### src/rtl/ram_march_tester.sv
// March BIST engine for a 64x8 synchronous RAM port: a 4-element up/down sweep
// with pattern and complement, reporting error count and the first failing location.
module ram_march_tester #(
  parameter int                ADDR_W  = 6,
  parameter int                DATA_W  = 8,
  parameter logic [DATA_W-1:0] PATTERN = 8'h55
) (
  input  logic              i_clk,
  input  logic              i_rst_n,
  input  logic              i_start,
  output logic [ADDR_W-1:0] o_mem_addr,
  output logic [DATA_W-1:0] o_mem_wdata,
  output logic              o_mem_we,
  input  logic [DATA_W-1:0] i_mem_rdata,
  output logic              o_busy,
  output logic              o_done,
  output logic              o_pass,
  output logic [7:0]        o_err_cnt,
  output logic [ADDR_W-1:0] o_fail_addr,
  output logic [DATA_W-1:0] o_fail_exp,
  output logic [DATA_W-1:0] o_fail_got
);

  typedef enum logic [3:0] {
    S_IDLE, S_M0_W, S_M1_R, S_M1_W, S_M2_R, S_M2_W, S_M3_R, S_DRAIN, S_DONE
  } state_t;

  localparam logic [ADDR_W-1:0] ADDR_MAX  = {ADDR_W{1'b1}};
  localparam logic [ADDR_W-1:0] ADDR_ZERO = {ADDR_W{1'b0}};
  localparam logic [ADDR_W-1:0] ADDR_ONE  = {{(ADDR_W-1){1'b0}}, 1'b1};
  localparam logic [DATA_W-1:0] PAT_N     = ~PATTERN;

  state_t              r_state, w_state_nxt;
  logic [ADDR_W-1:0]   r_addr, w_addr_nxt;
  logic [DATA_W-1:0]   r_wdata, w_wdata_nxt;
  logic                r_we, w_we_nxt;
  logic                r_busy, w_busy_nxt;
  logic                r_done, w_done_nxt;
  logic                r_pass, w_pass_nxt;
  logic [7:0]          r_err_cnt, w_err_nxt;
  logic [ADDR_W-1:0]   r_fail_addr, w_fail_addr_nxt;
  logic [DATA_W-1:0]   r_fail_exp, w_fail_exp_nxt;
  logic [DATA_W-1:0]   r_fail_got, w_fail_got_nxt;
  logic                r_chk_vld;
  logic [ADDR_W-1:0]   r_chk_addr;
  logic [DATA_W-1:0]   r_chk_exp;
  logic                w_clear, w_rd_issue, w_mis;
  logic [DATA_W-1:0]   w_rd_exp;

  // Next-state and next-port-operation logic; the registered mem_* are applied at the coming edge.
  always_comb begin
    w_state_nxt = r_state;
    w_addr_nxt  = r_addr;
    w_wdata_nxt = r_wdata;
    w_we_nxt    = 1'b0;
    w_busy_nxt  = r_busy;
    w_done_nxt  = r_done;
    w_clear     = 1'b0;
    w_rd_issue  = 1'b0;
    w_rd_exp    = PATTERN;
    case (r_state)
      S_IDLE, S_DONE: begin
        if (i_start) begin
          w_state_nxt = S_M0_W;
          w_addr_nxt  = ADDR_ZERO;
          w_we_nxt    = 1'b1;
          w_wdata_nxt = PATTERN;
          w_busy_nxt  = 1'b1;
          w_done_nxt  = 1'b0;
          w_clear     = 1'b1;
        end else begin
          w_state_nxt = r_state;
        end
      end
      S_M0_W: begin
        if (r_addr == ADDR_MAX) begin
          w_state_nxt = S_M1_R;
          w_addr_nxt  = ADDR_ZERO;
        end else begin
          w_addr_nxt  = r_addr + ADDR_ONE;
          w_we_nxt    = 1'b1;
          w_wdata_nxt = PATTERN;
        end
      end
      S_M1_R: begin
        w_rd_issue  = 1'b1;
        w_rd_exp    = PATTERN;
        w_state_nxt = S_M1_W;
        w_we_nxt    = 1'b1;
        w_wdata_nxt = PAT_N;
      end
      S_M1_W: begin
        if (r_addr == ADDR_MAX) begin
          w_state_nxt = S_M2_R;
        end else begin
          w_state_nxt = S_M1_R;
          w_addr_nxt  = r_addr + ADDR_ONE;
        end
      end
      S_M2_R: begin
        w_rd_issue  = 1'b1;
        w_rd_exp    = PAT_N;
        w_state_nxt = S_M2_W;
        w_we_nxt    = 1'b1;
        w_wdata_nxt = PATTERN;
      end
      S_M2_W: begin
        if (r_addr == ADDR_ZERO) begin
          w_state_nxt = S_M3_R;
        end else begin
          w_state_nxt = S_M2_R;
          w_addr_nxt  = r_addr - ADDR_ONE;
        end
      end
      S_M3_R: begin
        w_rd_issue = 1'b1;
        w_rd_exp   = PATTERN;
        if (r_addr == ADDR_MAX) begin
          w_state_nxt = S_DRAIN;
        end else begin
          w_addr_nxt  = r_addr + ADDR_ONE;
        end
      end
      S_DRAIN: begin
        w_state_nxt = S_DONE;
        w_busy_nxt  = 1'b0;
        w_done_nxt  = 1'b1;
      end
      default: begin
        w_state_nxt = S_IDLE;
        w_busy_nxt  = 1'b0;
        w_done_nxt  = 1'b0;
      end
    endcase
  end

  assign w_mis = r_chk_vld && (i_mem_rdata != r_chk_exp);

  // Error accounting: count saturates, and only the first mismatch of a run is latched.
  always_comb begin
    w_err_nxt       = r_err_cnt;
    w_fail_addr_nxt = r_fail_addr;
    w_fail_exp_nxt  = r_fail_exp;
    w_fail_got_nxt  = r_fail_got;
    if (w_clear) begin
      w_err_nxt       = 8'd0;
      w_fail_addr_nxt = ADDR_ZERO;
      w_fail_exp_nxt  = {DATA_W{1'b0}};
      w_fail_got_nxt  = {DATA_W{1'b0}};
    end else if (w_mis) begin
      if (r_err_cnt != 8'hFF) begin
        w_err_nxt = r_err_cnt + 8'd1;
      end else begin
        w_err_nxt = r_err_cnt;
      end
      if (r_err_cnt == 8'd0) begin
        w_fail_addr_nxt = r_chk_addr;
        w_fail_exp_nxt  = r_chk_exp;
        w_fail_got_nxt  = i_mem_rdata;
      end else begin
        w_fail_addr_nxt = r_fail_addr;
      end
    end else begin
      w_err_nxt = r_err_cnt;
    end
    w_pass_nxt = w_done_nxt && (w_err_nxt == 8'd0);
  end

  // State, port and result registers.
  always_ff @(posedge i_clk or negedge i_rst_n) begin
    if (!i_rst_n) begin
      r_state     <= S_IDLE;
      r_addr      <= ADDR_ZERO;
      r_wdata     <= {DATA_W{1'b0}};
      r_we        <= 1'b0;
      r_busy      <= 1'b0;
      r_done      <= 1'b0;
      r_pass      <= 1'b0;
      r_err_cnt   <= 8'd0;
      r_fail_addr <= ADDR_ZERO;
      r_fail_exp  <= {DATA_W{1'b0}};
      r_fail_got  <= {DATA_W{1'b0}};
      r_chk_vld   <= 1'b0;
      r_chk_addr  <= ADDR_ZERO;
      r_chk_exp   <= {DATA_W{1'b0}};
    end else begin
      r_state     <= w_state_nxt;
      r_addr      <= w_addr_nxt;
      r_wdata     <= w_wdata_nxt;
      r_we        <= w_we_nxt;
      r_busy      <= w_busy_nxt;
      r_done      <= w_done_nxt;
      r_pass      <= w_pass_nxt;
      r_err_cnt   <= w_err_nxt;
      r_fail_addr <= w_fail_addr_nxt;
      r_fail_exp  <= w_fail_exp_nxt;
      r_fail_got  <= w_fail_got_nxt;
      r_chk_vld   <= w_rd_issue;
      r_chk_addr  <= r_addr;
      r_chk_exp   <= w_rd_exp;
    end
  end

  assign o_mem_addr  = r_addr;
  assign o_mem_wdata = r_wdata;
  assign o_mem_we    = r_we;
  assign o_busy      = r_busy;
  assign o_done      = r_done;
  assign o_pass      = r_pass;
  assign o_err_cnt   = r_err_cnt;
  assign o_fail_addr = r_fail_addr;
  assign o_fail_exp  = r_fail_exp;
  assign o_fail_got  = r_fail_got;

endmodule

### config.mk
export PLATFORM = sky130hd
export DESIGN_NAME = ram_march_tester
export DESIGN_NICKNAME = d
export VERILOG_FILES = /design/src/rtl/ram_march_tester.sv
export SDC_FILE = /design/constraint.sdc
export NUM_CORES = 1
export LEC_CHECK = 0
export CAP_MARGIN = 25
export CORE_MARGIN = 2
export CORE_UTILIZATION = 50
export DETAILED_ROUTE_END_ITERATION = 6
export HOLD_SLACK_MARGIN = 0.12
export PLACE_DENSITY = 0.9
export SLEW_MARGIN = 40
export SYNTH_ARGS = -nofsm -noshare
export SYNTH_HDL_FRONTEND = slang
export SYNTH_SLANG_ARGS = --single-unit
### constraint.sdc
create_clock -name i_clk -period 2.55 [get_ports i_clk]
set_input_delay 0.255 -clock i_clk [delete_from_list [all_inputs] [get_ports i_clk]]
set_output_delay 0.255 -clock i_clk [all_outputs]
set_load 0.01 [all_outputs]
==> out/summary.md, run 1 <==
The run finished with clean final reports. Routed metal-1 wirelength: 2420 um. Clock latency on the worst-skew pair, taken at its later pin, is 0.30 ns. The tools report the setup violation total in the final timing report as 0. The tools report the clock tree root buffer cell as clkbuf_8. Setup repair after global routing left no endpoint under its margin. Counting flops with an async set or reset pin after synthesis yields a share of 100%. The pre-antenna-repair detailed-routing pass consisted of 4 iterations. Entering global routing, the biggest net connects 50 pins. The vertical extent of the die is 76.8 um, and the top cell type's share of synthesized area is 46.2%. The tools report the via count of the first global-routing pass as 2039. The tools report the worst flop-to-flop path endpoint as o_mem_addr[2]. The antenna diode count came out at 0. The average via count per standard cell was 5.64; the data required time of the critical path was 2.74 ns. Detailed placement finished with a half-perimeter wire length of 3980 um. For this design the static power due to leakage is 1.39 nW. The area of the placeable core was 5110 sq um.

TritonCTS built the clock tree. Count of fill cells added during filler insertion: 409. Final hold analysis gives a worst-case slack of 0.501 ns.

The commonest non-fill, non-tap cell in the layout is clkdlybuf4s50_1. The critical path goes through ha_1 > and3_1 > a31oi_1 > a22oi_1 > nor2_1 > a221o_1 > a32o_1. The number of hold-slack violations in the final timing report was 0. After clock tree synthesis, the clock-pin slew on the worst setup and hold paths is 0.09 ns. In the layout the commonest cells are clkdlybuf4s50_1, dfrtp_1, nor2_1.

By area the synthesized netlist is led by dfrtp_1, mux2i_1, nor2_1, buf_4, a21oi_1. First-iteration detailed-routing DRC count: 206. The most used flip-flop cell after synthesis is dfrtp_1. At the end of routability-driven placement, the weighted congestion stood at 0.881. The worst hold path class was reg2reg. The count of pins over their slew limit came out at 0. The biggest fanout along the worst timing path is 9. Routed signal wires occupy layers up through met4. The number of sinks driven by the clock tree is 49, and the buffer depth of the longest clock path is 2. After layout, the worst path uses 87.9% of the clock period.

The logs give 56 for the post-synthesis cell type count and 60.9% for the headroom to the max-slew limit. Global routing finished with a remaining overflow of 0. The tool flagged a number of max-cap violations equal to 0.

The largest single stage delay on the critical path is 0.50 ns. For the total number of H-tree levels, the log shows 2. Pin placement for this block handled 59 I/O pins.

In the final layout, the share of cells above drive strength 1 is 8.20%. The accumulated negative setup slack is 0 ns, and the depth of the critical timing path with buffers and inverters included is 7. The cell family with the largest share of critical-path delay was compound AO/OA/AOI/OAI gates. The number of antenna violations at the first check in global routing came out at 0.

The most critical setup path has its startpoint at o_mem_addr[0]. The signed area change from the synthesized netlist to the final layout is 25.0%. Of the synthesized area, sequential elements account for 46.2%. The critical path in this run is classified as reg2reg.

Post-route minimum period: 2.24 ns. The tools report the netlist area before placement as 2650 sq um. The utilization of the core after routing is 64.9%.

The final layout contains 331 nets. The run gives 21.2% as the power share of the combinational group. The cell count after synthesis was 270. Summed over all instances, the cell type with the most area after synthesis is dfrtp_1.

Net switching is 30.8% of the power. The die is 76.8 um wide. Buffers inserted during clock tree synthesis total 5.

Critical path startpoint category: a flop. For this design the ratio of total power to cell area is 543 nW/um^2. Once the floorplan was initialized, standard cells occupied 51.9% of the core. Together, buffers and inverters on the worst path number 0. Sequential cells account for 54.0% of the total power. Global routing consumed, over all layers together, 19.9% of the routing resources. Counting flops with a built-in enable in the synthesized netlist gives 0. The mean cell area of the mapped netlist is 9.82 sq um, and the detailed-routed wire length on met2 is 2770 um. The slew at the pin with the worst max-slew slack is 0.587 ns. Across all register-to-register paths, the minimum setup slack is 0.31 ns. Internal power comes to 0.00125 W. The synthesized design contains 49 register bits. Data arrives at the worst endpoint at 2.43 ns.

IR analysis of the VDD net gives a maximum drop of 0.000382 V. Summed over all nets, the switching power comes to 0.000556 W. Row generation in the floorplan step produced 26 rows. The clock power share was 24.8%; the cell count of the worst reg-to-reg path was 7.

The clock arrives with 0.00434 ns of skew. Dividing the detail-routed wire length by the instance count gives 14.3 um. The worst setup path is captured at a flop. Routed length on met3: 275 um.

The startpoint identified for the worst register-to-register timing path is o_mem_addr[0]. The most critical setup path has its endpoint at o_mem_addr[2]. The run gives 0 as the number of nets with antenna violations after routing.

During synthesis, Yosys emitted a total of 0 warnings. The first global-routing pass estimated 9590 um of wire. After detailed routing, the total wire length is 5540 um.

For the DRC violation count after routing, the log shows 0. The run gives 5900 sq um as the total die area. The standard cell with the maximum stage delay on the critical path is dfrtp_1.

The synthesized netlist net count is 285, and the via count of the routed design is 2182. The run gives 446 MHz as the fmax. Port buffering added 58 buffers.
[tightest hold or removal path: stages (launching register included)]
cell	delay [ns]
dfrtp_1	0.33
mux2i_1	0.06
nor2_1	0.08
[cell families (layout without fill, tap and decap cells)]
| kind of cell | count (synthesis) | after routing | synth area share [%] |
|---|---|---|---|
| fa+ha+maj | 4 | 4 | 1.89 |
| mux | 20 | 20 | 7.74 |
| xor+xnor | 8 | 8 | 2.64 |
| flops | 49 | 49 | 46.2 |
| simple gates | 98 | 98 | 19.9 |
| buf+inv | 36 | 83 | 7.69 |
| compound gates | 55 | 55 | 13.9 |
[timing repair]
item | 4_1_cts | 5_1_grt
hold endpoints to repair | 49 | 0
hold buffers | 1 | 0
resized for setup | 0 | 0
buffers inserted | 0 | 0
[how the worst min path moves through the flow]
stage               slack (ns)  cells past startpoint        endpoint          start
finish                    0.50                      2  o_fail_addr[2]  r_chk_addr[2]
global route              0.51                      2  o_fail_addr[3]  r_chk_addr[3]
CTS                       0.50                      2  o_fail_addr[3]  r_chk_addr[3]
detailed placement        0.39                      2    o_err_cnt[5]        i_rst_n
global placement          0.38                      2    o_err_cnt[5]        i_rst_n
floorplan                -0.04                      0          o_busy        i_rst_n
[layer usage]
layer	global-route usage (%)	up-vias
met5	0	-
met4	8.00	0
met3	4.94	6
met2	32.5	67
met1	25.4	1061
li1	-	1048
[power groups by stage]
stage / Sequential (W) / Clock (W) / Combinational (W)
2_1_floorplan: 0.000948 / 0 / 0.000237
3_3_place_gp: 0.000981 / 0 / 0.000367
3_5_place_dp: 0.000985 / 0 / 0.000381
4_1_cts: 0.000970 / 0.000467 / 0.000384
5_1_grt: 0.000986 / 0.000503 / 0.000422
6_report: 0.000973 / 0.000447 / 0.000381
[area by class of cell]
| class | instances | area, sq um | share of cell area (%) |
|---|---|---|---|
| clock inverters | 3 | 21.3 | 0.642 |
| inverters | 9 | 33.8 | 1.02 |
| multi-input cells | 185 | 1230 | 37.0 |
| well taps | 70 | 87.6 | 2.64 |
| clock buffers | 5 | 68.8 | 2.08 |
| repair buffers | 66 | 651 | 19.6 |
| flip-flops and latches | 49 | 1230 | 37.0 |
[stage by stage]
stage               power [W]  setup slack, ns  instances  instance area [sq um]
floorplan             0.00118            0.416        270                   2650
global route          0.00191            0.153        387                   3310
global placement      0.00135            0.251        378                   3210
finish                0.00180            0.308        387                   3310
detailed placement    0.00137            0.158        378                   3210
CTS                   0.00182            0.307        387                   3310
[state kept, by name (all words and copies together) (netlist names)]
register and flops:
o_mem_addr 6, o_fail_addr 6, o_pass 1, r_state 4, o_fail_exp 2, r_chk_vld 1
o_fail_got 8, o_mem_we 1, r_chk_exp 2, o_busy 1, o_err_cnt 8, o_done 1
o_mem_wdata 2, r_chk_addr 6
[synth_stat cells (3+ instances only)]
library cell	instances
nor2_1	32
and3_1	5
buf_4	12
xnor2_1	6
nor3_1	9
a21oi_1	13
nand2_1	13
or3_1	3
a31oi_1	3
nand2b_1	4
dfrtp_1	49
a21o_1	3
mux2i_1	19
o21ai_0	13
clkbuf_1	11
inv_1	9
ha_1	4
nor4_1	4
nor2b_1	3
buf_6	3
nor3b_1	3
nand3_1	7
Note: power is estimated with default switching activity, not from simulation.
==> inputs of run 2 (changes only) <==
--- a/config.mk
+++ b/config.mk
@@ -10,7 +10,7 @@
 export CORE_UTILIZATION = 50
 export DETAILED_ROUTE_END_ITERATION = 6
 export HOLD_SLACK_MARGIN = 0.12
-export PLACE_DENSITY = 0.9
+export PLACE_DENSITY = 0.79
 export SLEW_MARGIN = 40
 export SYNTH_ARGS = -nofsm -noshare
 export SYNTH_HDL_FRONTEND = slang
==> run 2 against run 1 <==
Final cell count is 0.52% higher. Combinational power fell by 2%. Sequential power shrank 0.5%. Register-to-register slack better by 0.05 ns. Maximum frequency increased by 2.3%. Via count is 2.6% lower. Die area did not move. Largest cell class unchanged. Largest power group unchanged.
==> out/summary.md, run 2 (synthesized netlist as in run 1, its figures left out) <==
The total number of H-tree levels is 2 (unchanged). Broken down by cell family, the worst path's largest delay share belongs to simple AND/OR/NAND/NOR gates. Peak supply drop: 0.000413 V (+8.0%). The worst setup path is launched from a flop. The via count of the first global-routing pass came out at 2018 (-1.0%). For the total I/O pin count, the log shows 59 (unchanged). The effective utilization at floorplan was 51.9% (unchanged); the first-pass detailed-route iteration total was 4 (unchanged). The run gives 5110 sq um (unchanged) as the area of the placeable core.

The tools report the final wirelength as 5530 um (about the same). The min-delay analysis places its worst path in the category in2async. The logs give 5900 sq um (unchanged) for the total die area and 0 (unchanged) for the number of hold-slack violations in the final timing report. The run gives 54.0% (about the same) as the proportion of power drawn by flip-flops and latches. In this run the critical register-to-register path is captured at o_mem_addr[3]. The wire length per cell is 14.2 um (-0.59%), and the proportion of total power due to net switching is 30.6% (-0.22 points). The final worst-path cycle share works out to 86.0% (-2.0 points).

The global-route total usage across every layer is 19.6% (-0.36 points), and the global placer's final weighted congestion is 0.916 (+4.0%). Data arrival time of the worst path: 2.37 ns (-0.06 ns). First-pass GRT wire length: 9390 um (-2.1%). Vertical extent of the die: 76.8 um (unchanged).

TritonCTS built the clock tree. The accumulated negative setup slack was 0 ns (unchanged). The critical path is of the reg2reg type. The tools report the setup violation total in the final timing report as 0 (unchanged). The reported leakage power was 1.40 nW (+0.69%). In this run the clock root is driven by a clkbuf_8.

The largest incremental delay on the critical path is 0.49 ns (about the same), and the signed area change from the synthesized netlist to the final layout is 25.6%. For the count of non-filler cells in the finished layout, the log shows 389 (+0.52%). The cell count of the worst reg-to-reg path was 8 (+1); the sum of buffers and inverters on the critical path was 1 (+1). The run gives 0 (unchanged) as the DRC violation count after routing. The logs give 3940 um (-1.0%) for the detailed placer's ending HPWL and 2 (unchanged) for the buffer depth of the longest clock path. The number of nets with antenna violations after routing was 0 (unchanged); the internal power consumption was 0.00124 W (about the same).

The number of sinks driven by the clock tree was 49 (unchanged); the average via count per standard cell was 5.47 (-3.1%). The power density over cell area came out at 539 nW/um^2 (-0.83%). The via count of the routed design came out at 2126 (-2.6%). The logs give 0 (unchanged) for the max capacitance violation total and 2.73 ns (about the same) for the data required time of the critical path. Final layout net count: 333 (+0.60%). Slew at the pin with the worst max-slew slack: 0.532 ns (-0.0550 ns). The tools report the reg-to-reg critical path startpoint as o_mem_addr[0]. The post-route minimum period is 2.19 ns (-0.0499 ns), and the number of buffers added on ports is 58 (unchanged). The tools report the power share of the combinational group as 20.8% (-0.4 points).

The slowest stage of the critical path belongs to the cell or3b_2. The fraction of final layout cells sized beyond drive strength 1 works out to 8.78% (+0.58 points). The largest net degree at the start of global routing is 34 (-32%). The instance count after placement with tap cells included was 380 (+0.53%).

STA classifies the critical path endpoint as a flop. Die width: 76.8 um (unchanged). Setup repair after global routing left no endpoint under its margin. In the layout the commonest cells are clkdlybuf4s50_1, dfrtp_1, nor2_1.

The run gives 26 (unchanged) as the site row count. The flow ran to the end, and the final reports show no timing, DRC or antenna violations. The clock network latency to the later pin of the worst-skew pair is 0.30 ns (about the same), and the utilization of the core after routing is 65.2% (+0.29 points). The worst setup slack after layout was 0.358 ns (+0.0499 ns). The tools report the count of pins over their slew limit as 0 (unchanged). The clock transition time at the flip-flop clock pins of the worst setup and hold paths works out to 0.09 ns (about the same). The logs give 0 (unchanged) for the number of post-CTS setup repair buffers and 0 (unchanged) for the total grt overflow.

The worst slack at placement was 0.200 ns (+0.0426 ns). The logs give 456 MHz (+2.3%) for the fmax and 25.3% (+0.5 points) for the clock power share. The clock skew after layout was 0.00646 ns (+0.00212 ns). Traced cell by cell, the critical path runs through inv_1 > ha_1 > or3b_2 > or3_1 > nor2_1 > o21bai_1 > a32oi_1 > o21ai_0.

The antenna diode count is 0 (unchanged), and the biggest fanout along the worst timing path is 9 (unchanged). The logs give 0.000549 W (-1.1%) for the switching power summed over all nets and 64.5% (+3.7 points) for the headroom to the max-slew limit. The internal reg-to-reg setup slack was 0.36 ns (+0.05 ns).

First-iteration detailed-routing DRC count: 172 (-17%). The tools report the number of antenna violations at the first check in global routing as 0 (unchanged). The CTS buffer count came out at 5 (unchanged). The library cell used most frequently in the layout, excluding fill and tap cells, is clkdlybuf4s50_1.
## run 2: changes by cell type in the layout (fill, tap and decap cells not counted), sizes merged
cell,delta
buf,+2
## run 2: metal layers
| layer | vias to the layer above | part of all wire (%) | track usage, % | wire, um |
|---|---|---|---|---|
| met5 | - | 0 | 0 | 0 |
| met4 | 0 | 1.6 | 8.36 | 89 |
| met3 | 9 | 5.5 | 4.35 | 303 |
| met2 | 60 | 47 | 31.0 | 2590 |
| met1 | 1012 | 46 | 25.9 | 2560 |
| li1 | 1045 | - | - | - |
## run 2: worst register-to-register path, stage by stage (launching register included)
cell and delay, ns:
dfrtp_1 0.47, inv_1 0.09, ha_1 0.18, or3b_2 0.49, or3_1 0.37, nor2_1 0.13
o21bai_1 0.09, a32oi_1 0.14, o21ai_0 0.10
## run 2: worst max-delay path by stage
stage | start | slack, ns | to | cells after the start
CTS | o_mem_addr[0] | 0.33 | o_mem_addr[5] | 7
global route | o_mem_addr[0] | 0.13 | o_mem_addr[5] | 7
detailed placement | i_mem_rdata[5] | 0.20 | o_pass | 8
finish | o_mem_addr[0] | 0.36 | o_mem_addr[3] | 8
floorplan | o_mem_addr[0] | 0.42 | o_mem_addr[0] | 8
global placement | i_mem_rdata[5] | 0.24 | o_pass | 8
## run 2: layout make-up
type,instances,area (sq um)
Inverter,9,33.8
Clock inverter,3,21.3
Sequential cell,49,1230
Clock buffer,5,68.8
Fill cell,416,1780
Multi-Input combinational cell,185,1230
Tap cell,70,87.6
Timing Repair Buffer,68,666
## run 2: metrics by stage
stage	hold WS (ns)	instance area, sq um	total power, W
after global placement	0.204	3230	0.00135
after detailed placement	0.215	3230	0.00136
final	0.427	3330	0.00179
after CTS	0.421	3330	0.00182
after global routing	0.452	3330	0.00191
after floorplan	-0.0406	2650	0.00118
## run 2: what timing repair did
item / in CTS / in global routing
endpoints found under the hold margin: 16 / 0
hold buffers: 1 / 0
setup endpoints to repair: 0 / 0
resized for setup: 0 / 0
## run 2: power by group through the flow
stage | registers, W | logic (W) | clock network (W)
floorplan | 0.000948 | 0.000237 | 0
global route | 0.000989 | 0.000416 | 0.000502
detailed placement | 0.000984 | 0.000373 | 0
finish | 0.000968 | 0.000373 | 0.000453
global placement | 0.000981 | 0.000370 | 0
CTS | 0.000969 | 0.000377 | 0.000473
